--- config.mk ---
export PLATFORM = sky130hd
export DESIGN_NAME = ibex_register_file_scrub
export DESIGN_NICKNAME = d
export VERILOG_FILES = /design/src/rtl/ibex_register_file_scrub.sv
export SDC_FILE = /design/constraint.sdc
export NUM_CORES = 2
export LEC_CHECK = 0
export BUFFER_PORTS_ARGS = -buffer_cell sky130_fd_sc_hd__buf_2
export CAP_MARGIN = 20
export CORE_ASPECT_RATIO = 1.25
export CORE_UTILIZATION = 40
export DETAILED_ROUTE_END_ITERATION = 8
export MAX_ROUTING_LAYER = met4
export PLACE_DENSITY = 0.63
export SLEW_MARGIN = 0
export SYNTH_ARGS = -nofsm -noshare
export SYNTH_HDL_FRONTEND = slang
export SYNTH_SLANG_ARGS = --single-unit
--- constraint.sdc ---
create_clock -name clk_i -period 7.8 [get_ports clk_i]
set_clock_uncertainty 0.1 [all_clocks]
set_input_delay 0 -clock clk_i [delete_from_list [all_inputs] [get_ports clk_i]]
set_output_delay 0 -clock clk_i [all_outputs]
set_load 0.02 [all_outputs]
--- src/rtl/ibex_register_file_scrub.sv ---
`default_nettype none
// +----------------------------------------------------------------------------+
// | Module   : ibex_register_file_scrub                                        |
// | Purpose  : Flip-flop register file for the secure Ibex core with          |
// |            NumReadPorts asynchronous read ports, one write port,          |
// |            per-register immediate erase, bitwise-logic first-cycle write  |
// |            masking and a sequential scrub engine that wipes ScrubLanes    |
// |            registers per cycle.                                           |
// | Ports    : clk_i, rst_ni (async, active-low)                              |
// |            sec_ers_i        per-register erase (bit 0 ignored)            |
// |            sec_bwlogic_first_cycle_i  accepted write stores zero          |
// |            scrub_req_i / scrub_busy_o / scrub_done_o  scrub handshake     |
// |            raddr_i / rdata_o           packed read ports                  |
// |            waddr_i / wdata_i / we_i / we_ready_o  write port              |
// | Revision : 1.0  initial release                                           |
// +----------------------------------------------------------------------------+
module ibex_register_file_scrub #(
  parameter int unsigned DataWidth    = 32,
  parameter int unsigned NumRegs      = 32,
  parameter int unsigned NumReadPorts = 2,
  parameter int unsigned ScrubLanes   = 1
) (
  input  logic                                       clk_i,
  input  logic                                       rst_ni,
  input  logic [NumRegs-1:0]                         sec_ers_i,
  input  logic                                       sec_bwlogic_first_cycle_i,
  input  logic                                       scrub_req_i,
  output logic                                       scrub_busy_o,
  output logic                                       scrub_done_o,
  input  logic [NumReadPorts*$clog2(NumRegs)-1:0]    raddr_i,
  output logic [NumReadPorts*DataWidth-1:0]          rdata_o,
  input  logic [$clog2(NumRegs)-1:0]                 waddr_i,
  input  logic [DataWidth-1:0]                       wdata_i,
  input  logic                                       we_i,
  output logic                                       we_ready_o
);

  localparam int unsigned AW = $clog2(NumRegs);

  typedef enum logic [1:0] {
    IDLE  = 2'd0,
    SCRUB = 2'd1,
    DONE  = 2'd2
  } scrub_state_e;

  scrub_state_e              r_state;
  scrub_state_e              w_state_next;
  // One extra bit so the pointer cannot wrap before the last-range test.
  logic [AW:0]               r_ptr;
  logic                      r_done;
  logic [DataWidth-1:0]      r_regs [NumRegs];

  logic [AW+1:0]             w_ptr_lo;
  logic [AW+1:0]             w_ptr_end;
  logic                      w_last_range;
  logic [NumRegs-1:1]        w_wipe;
  logic                      w_we_accept;
  logic [DataWidth-1:0]      w_wdata_eff;
  logic                      w_unused_ers;

  // R0 is hardwired, so its erase bit has no register to act on.
  assign w_unused_ers = sec_ers_i[0];

  assign we_ready_o   = (r_state == IDLE);
  assign scrub_busy_o = (r_state != IDLE);
  assign scrub_done_o = r_done;

  assign w_we_accept  = we_i && we_ready_o && (waddr_i != '0);
  assign w_wdata_eff  = sec_bwlogic_first_cycle_i ? '0 : wdata_i;

  // Current wipe window is [ptr, ptr+ScrubLanes); the top is clipped
  // naturally because no register index reaches NumRegs.
  assign w_ptr_lo     = (AW+2)'(r_ptr);
  assign w_ptr_end    = w_ptr_lo + (AW+2)'(ScrubLanes);
  assign w_last_range = (w_ptr_end >= (AW+2)'(NumRegs));

  always_comb begin
    w_wipe = '0;
    if (r_state == SCRUB) begin
      for (int r = 1; r < NumRegs; r++) begin
        w_wipe[r] = ((AW+2)'(r) >= w_ptr_lo) && ((AW+2)'(r) < w_ptr_end);
      end
    end
  end

  // Scrub FSM: state register.
  always_ff @(posedge clk_i or negedge rst_ni) begin
    if (!rst_ni) begin
      r_state <= IDLE;
    end else begin
      r_state <= w_state_next;
    end
  end

  // Scrub FSM: next-state logic.
  always_comb begin
    w_state_next = r_state;
    unique case (r_state)
      IDLE:    if (scrub_req_i) w_state_next = SCRUB;
      SCRUB:   if (w_last_range) w_state_next = DONE;
      DONE:    w_state_next = IDLE;
      default: w_state_next = IDLE;
    endcase
  end

  // Pointer is held at 1 while idle so a new scrub always starts at R1.
  always_ff @(posedge clk_i or negedge rst_ni) begin
    if (!rst_ni) begin
      r_ptr  <= (AW+1)'(1);
      r_done <= 1'b0;
    end else begin
      r_done <= (w_state_next == DONE);
      if (r_state == SCRUB) begin
        r_ptr <= r_ptr + (AW+1)'(ScrubLanes);
      end else begin
        r_ptr <= (AW+1)'(1);
      end
    end
  end

  // Register array. Priority per register: erase > scrub wipe > write.
  always_ff @(posedge clk_i or negedge rst_ni) begin
    if (!rst_ni) begin
      for (int r = 0; r < NumRegs; r++) begin
        r_regs[r] <= '0;
      end
    end else begin
      for (int r = 1; r < NumRegs; r++) begin
        if (sec_ers_i[r] || w_wipe[r]) begin
          r_regs[r] <= '0;
        end else if (w_we_accept && (waddr_i == AW'(r))) begin
          r_regs[r] <= w_wdata_eff;
        end
      end
    end
  end

  // Combinational reads, no write bypass.
  for (genvar p = 0; p < NumReadPorts; p++) begin : g_read_port
    assign rdata_o[p*DataWidth +: DataWidth] = r_regs[raddr_i[p*AW +: AW]];
  end

endmodule
`default_nettype wire

==> key figures <==
Outcome
  • Outcome: completed

Yosys
  • Yosys warns: 32
  • Syn nets: 5801
  • Post-synth ARST share: 100%
  • Syn_area_per_cell: 10.1 um2
  • Synth Area in XOR/XNOR: 0.0914%
  • Netlist Area Pre-Place: 57500 um2
  • Number of synthesized register bits: 1001
  • Synth top area share: 43.5%
  • Cell taking the most area after synthesis: dfrtp_1
  • Post-synthesis mux area share: 26.5%
  • Most used DFF post-synth: dfrtp_1
  • Largest family of logic cells by synthesized area: multiplexers
  • Post-Synth Simple-Gate Area: 14.2%
  • Area contributors post-synth: dfrtp_1 44%, mux4_2 16%, nor2_1 9.0%
  • Yosys cell types: 67
  • Post-synthesis sequential area ratio: 43.6%
  • Post-synth EDFFs: 0
  • Cells after Synth: 5713
  • Compound-Gate Fraction of Synth Area: 11.1%
  • Synthesized-area fraction occupied by adder cells: 0.0870%

Die
  • Initial core utilization: 40.3%
  • Die Y: 426 um
  • Die ar.: 145000 um2
  • CORE AREA: 143000 um2
  • Top Ports: 151
  • Cell row count: 155
  • Die Wd: 341 um

Final layout
  • Core Util, Final: 44.7%
  • Reg area: 25100 um2
  • Layout fillers: 13562
  • Share of cells above drive strength 1: 18.0%
  • Multi-input gate area: 30400 um2
  • Layout area overhead: 11.1%
  • Commonest non-fill, non-tap cells in the layout: 1363 x nor2_1, 1000 x dfrtp_1, 714 x a21oi_1
  • Final nets: 5647
  • Commonest non-fill, non-tap cell in the layout: nor2_1

Timing
  • Setup TNS Final: 0 ns
  • Final hold vios: 0
  • Slew HR: 20.2%
  • Count of pins over their slew limit: 0
  • Crit path time final: 3.86 ns
  • F_max: 0.259 GHz
  • Unrepaired setup endpoints after global routing: false
  • Tcrit/Tclk final: 49.5%
  • Setup violators final: 0
  • Worst slew pin tran: 1.20 ns
  • Setup WS post-layout: 3.94 ns
  • Worst hold slack: 0.0111 ns

Placed design
  • IO buf count: 149
  • Final Wtd Congestion: 0.875
  • Hpwl dp: 122000 um
  • Place WS: 4.11 ns

Route
  • Via density: 6.38
  • First DRT Iteration DRCs: 6309
  • Vias: 48055
  • Routed len/inst: 30.1 um
  • Drt pass-1 iters: 6
  • WL final: 226000 um
  • Drt drc: 0
  • Final ANT Viol Nets: 0

CTS
  • Worst-skew pair later-pin latency: 0.72 ns
  • Postcts setup bufs: 0
  • TritonCTS Sinks: 1001
  • CTS H-tree depth: 3
  • CTS tree: built
  • Clock slew at reported path FFs: 0.06 ns
  • Num CTS Buffers: 102
  • Clock tree buffer depth: 3
  • Root buf cell: clkbuf_16
  • Hold Buf Count CTS: 52
  • Post_cts resized: 0

Global route
  • Total grt overflow: 0
  • Initial antenna violation count: 7
  • First-pass GRT wire length: 324000 um
  • GRT Util Overall: 31.8%
  • Vias in the first global route: 46842
  • Largest net degree at the start of global routing: 170

Worst setup path
  • Critical path data arrival time: 4.31 ns
  • Largest fanout on the critical path: 32
  • R2R Setup Slk: 3.94 ns
  • Critical path class: flop to flop
  • CP Launch Type: flop
  • Reg2Reg Launch Point: r_ptr[1]
  • Crit path required time: 8.25 ns
  • Critical path origin: r_ptr[1]
  • Worst reg-to-reg path cell count: 7
  • Reg2reg end: r_regs[829]
  • Critical Path Sink Type: flop

Hold path
  • HP Start: waddr_i[2]
  • Tightest Hold Check Type: primary input to flop
  • Hold Path End: r_regs[847]
  • Number of cells on the worst hold path: 4

Power and ir drop
  • Total power draw: 0.0137 W
  • Worst vdd ir: 0.291 mV
  • Leakage dissipation: 26.1 nW
  • Pwr per Cell Area: 214 nW/um2

Job
  • Max-cap violations: 0
[synthesized netlist by cell type, drive strengths merged (7+ instances only)]
cell	number
mux2i	512
clkbuf	378
buf	214
a22oi	64
o221ai	33
nor2	1376
o22ai	34
a22o	64
mux4	416
dfrtp	1000
nand2	283
nor3	197
nand2b	42
a221oi	7
mux2	65
a21oi	722
o21ai	112
nor2b	45
nand3	16
o31ai	36
[logic make-up after synthesis]
family	after synthesis
compound gates	1110
xor+xnor	6
fa+ha+maj	4
buf+inv	599
flops	1001
mux	993
simple gates	2000
[registers in the layout, indices dropped and copies added, names as in the netlist]
register	count
r_state	2
r_regs	992
r_ptr	6
scrub_done_o	1
[critical path, cell delays in order, from the launching register on]
cell	delay [ns]
dfrtp_1	0.73
ha_1	0.68
and3_1	0.36
xor2_1	0.53
a211oi_2	0.22
o31ai_4	0.27
buf_4	0.65
nor2_1	0.13
[layer usage]
layer	global-route usage [%]	vias to the layer above	routed length (um)
li1	-	19981	-
met1	40.2	24175	86200
met2	45.8	3089	97900
met3	7.45	810	25100
met4	20.1	0	17100
met5	-	-	0
[metrics by stage]
step	instance area, um2	std cells
final	63900	7530
after global routing	63900	7529
after CTS	63600	7509
after detailed placement	59700	7271
after global placement	59600	7268
after floorplan	57500	5713
[cell type report]
cell class                      count  area share, %
Clock inverter                     51          0.956
Multi-Input combinational cell   4113           47.6
Inverter                            7         0.0411
Clock buffer                      135           4.43
Tap cell                         1884           3.69
Antenna cell                        5         0.0196
Timing Repair Buffer              334           3.99
Sequential cell                  1001           39.2
[how the worst max path moves through the flow]
stage	cells past startpoint	slack [ns]	endpoint
5_1_grt	7	3.82	r_regs[811]
3_5_place_dp	7	4.11	r_regs[757]
4_1_cts	7	4.08	r_regs[829]
2_1_floorplan	9	5.19	r_regs[417]
6_report	7	3.94	r_regs[829]
3_3_place_gp	7	4.13	r_regs[767]
[power by group]
group | leakage (nW) | switching (W) | total (W) | internal (W)
combinational | 10.4 | 0.00265 | 0.00320 | 0.000547
sequential | 14.0 | 0.0000623 | 0.00528 | 0.00522
clock | 1.69 | 0.00226 | 0.00521 | 0.00295
total | 26.1 | 0.00498 | 0.0137 | 0.00871
No activity file was read; power rests on OpenSTA's default activity.
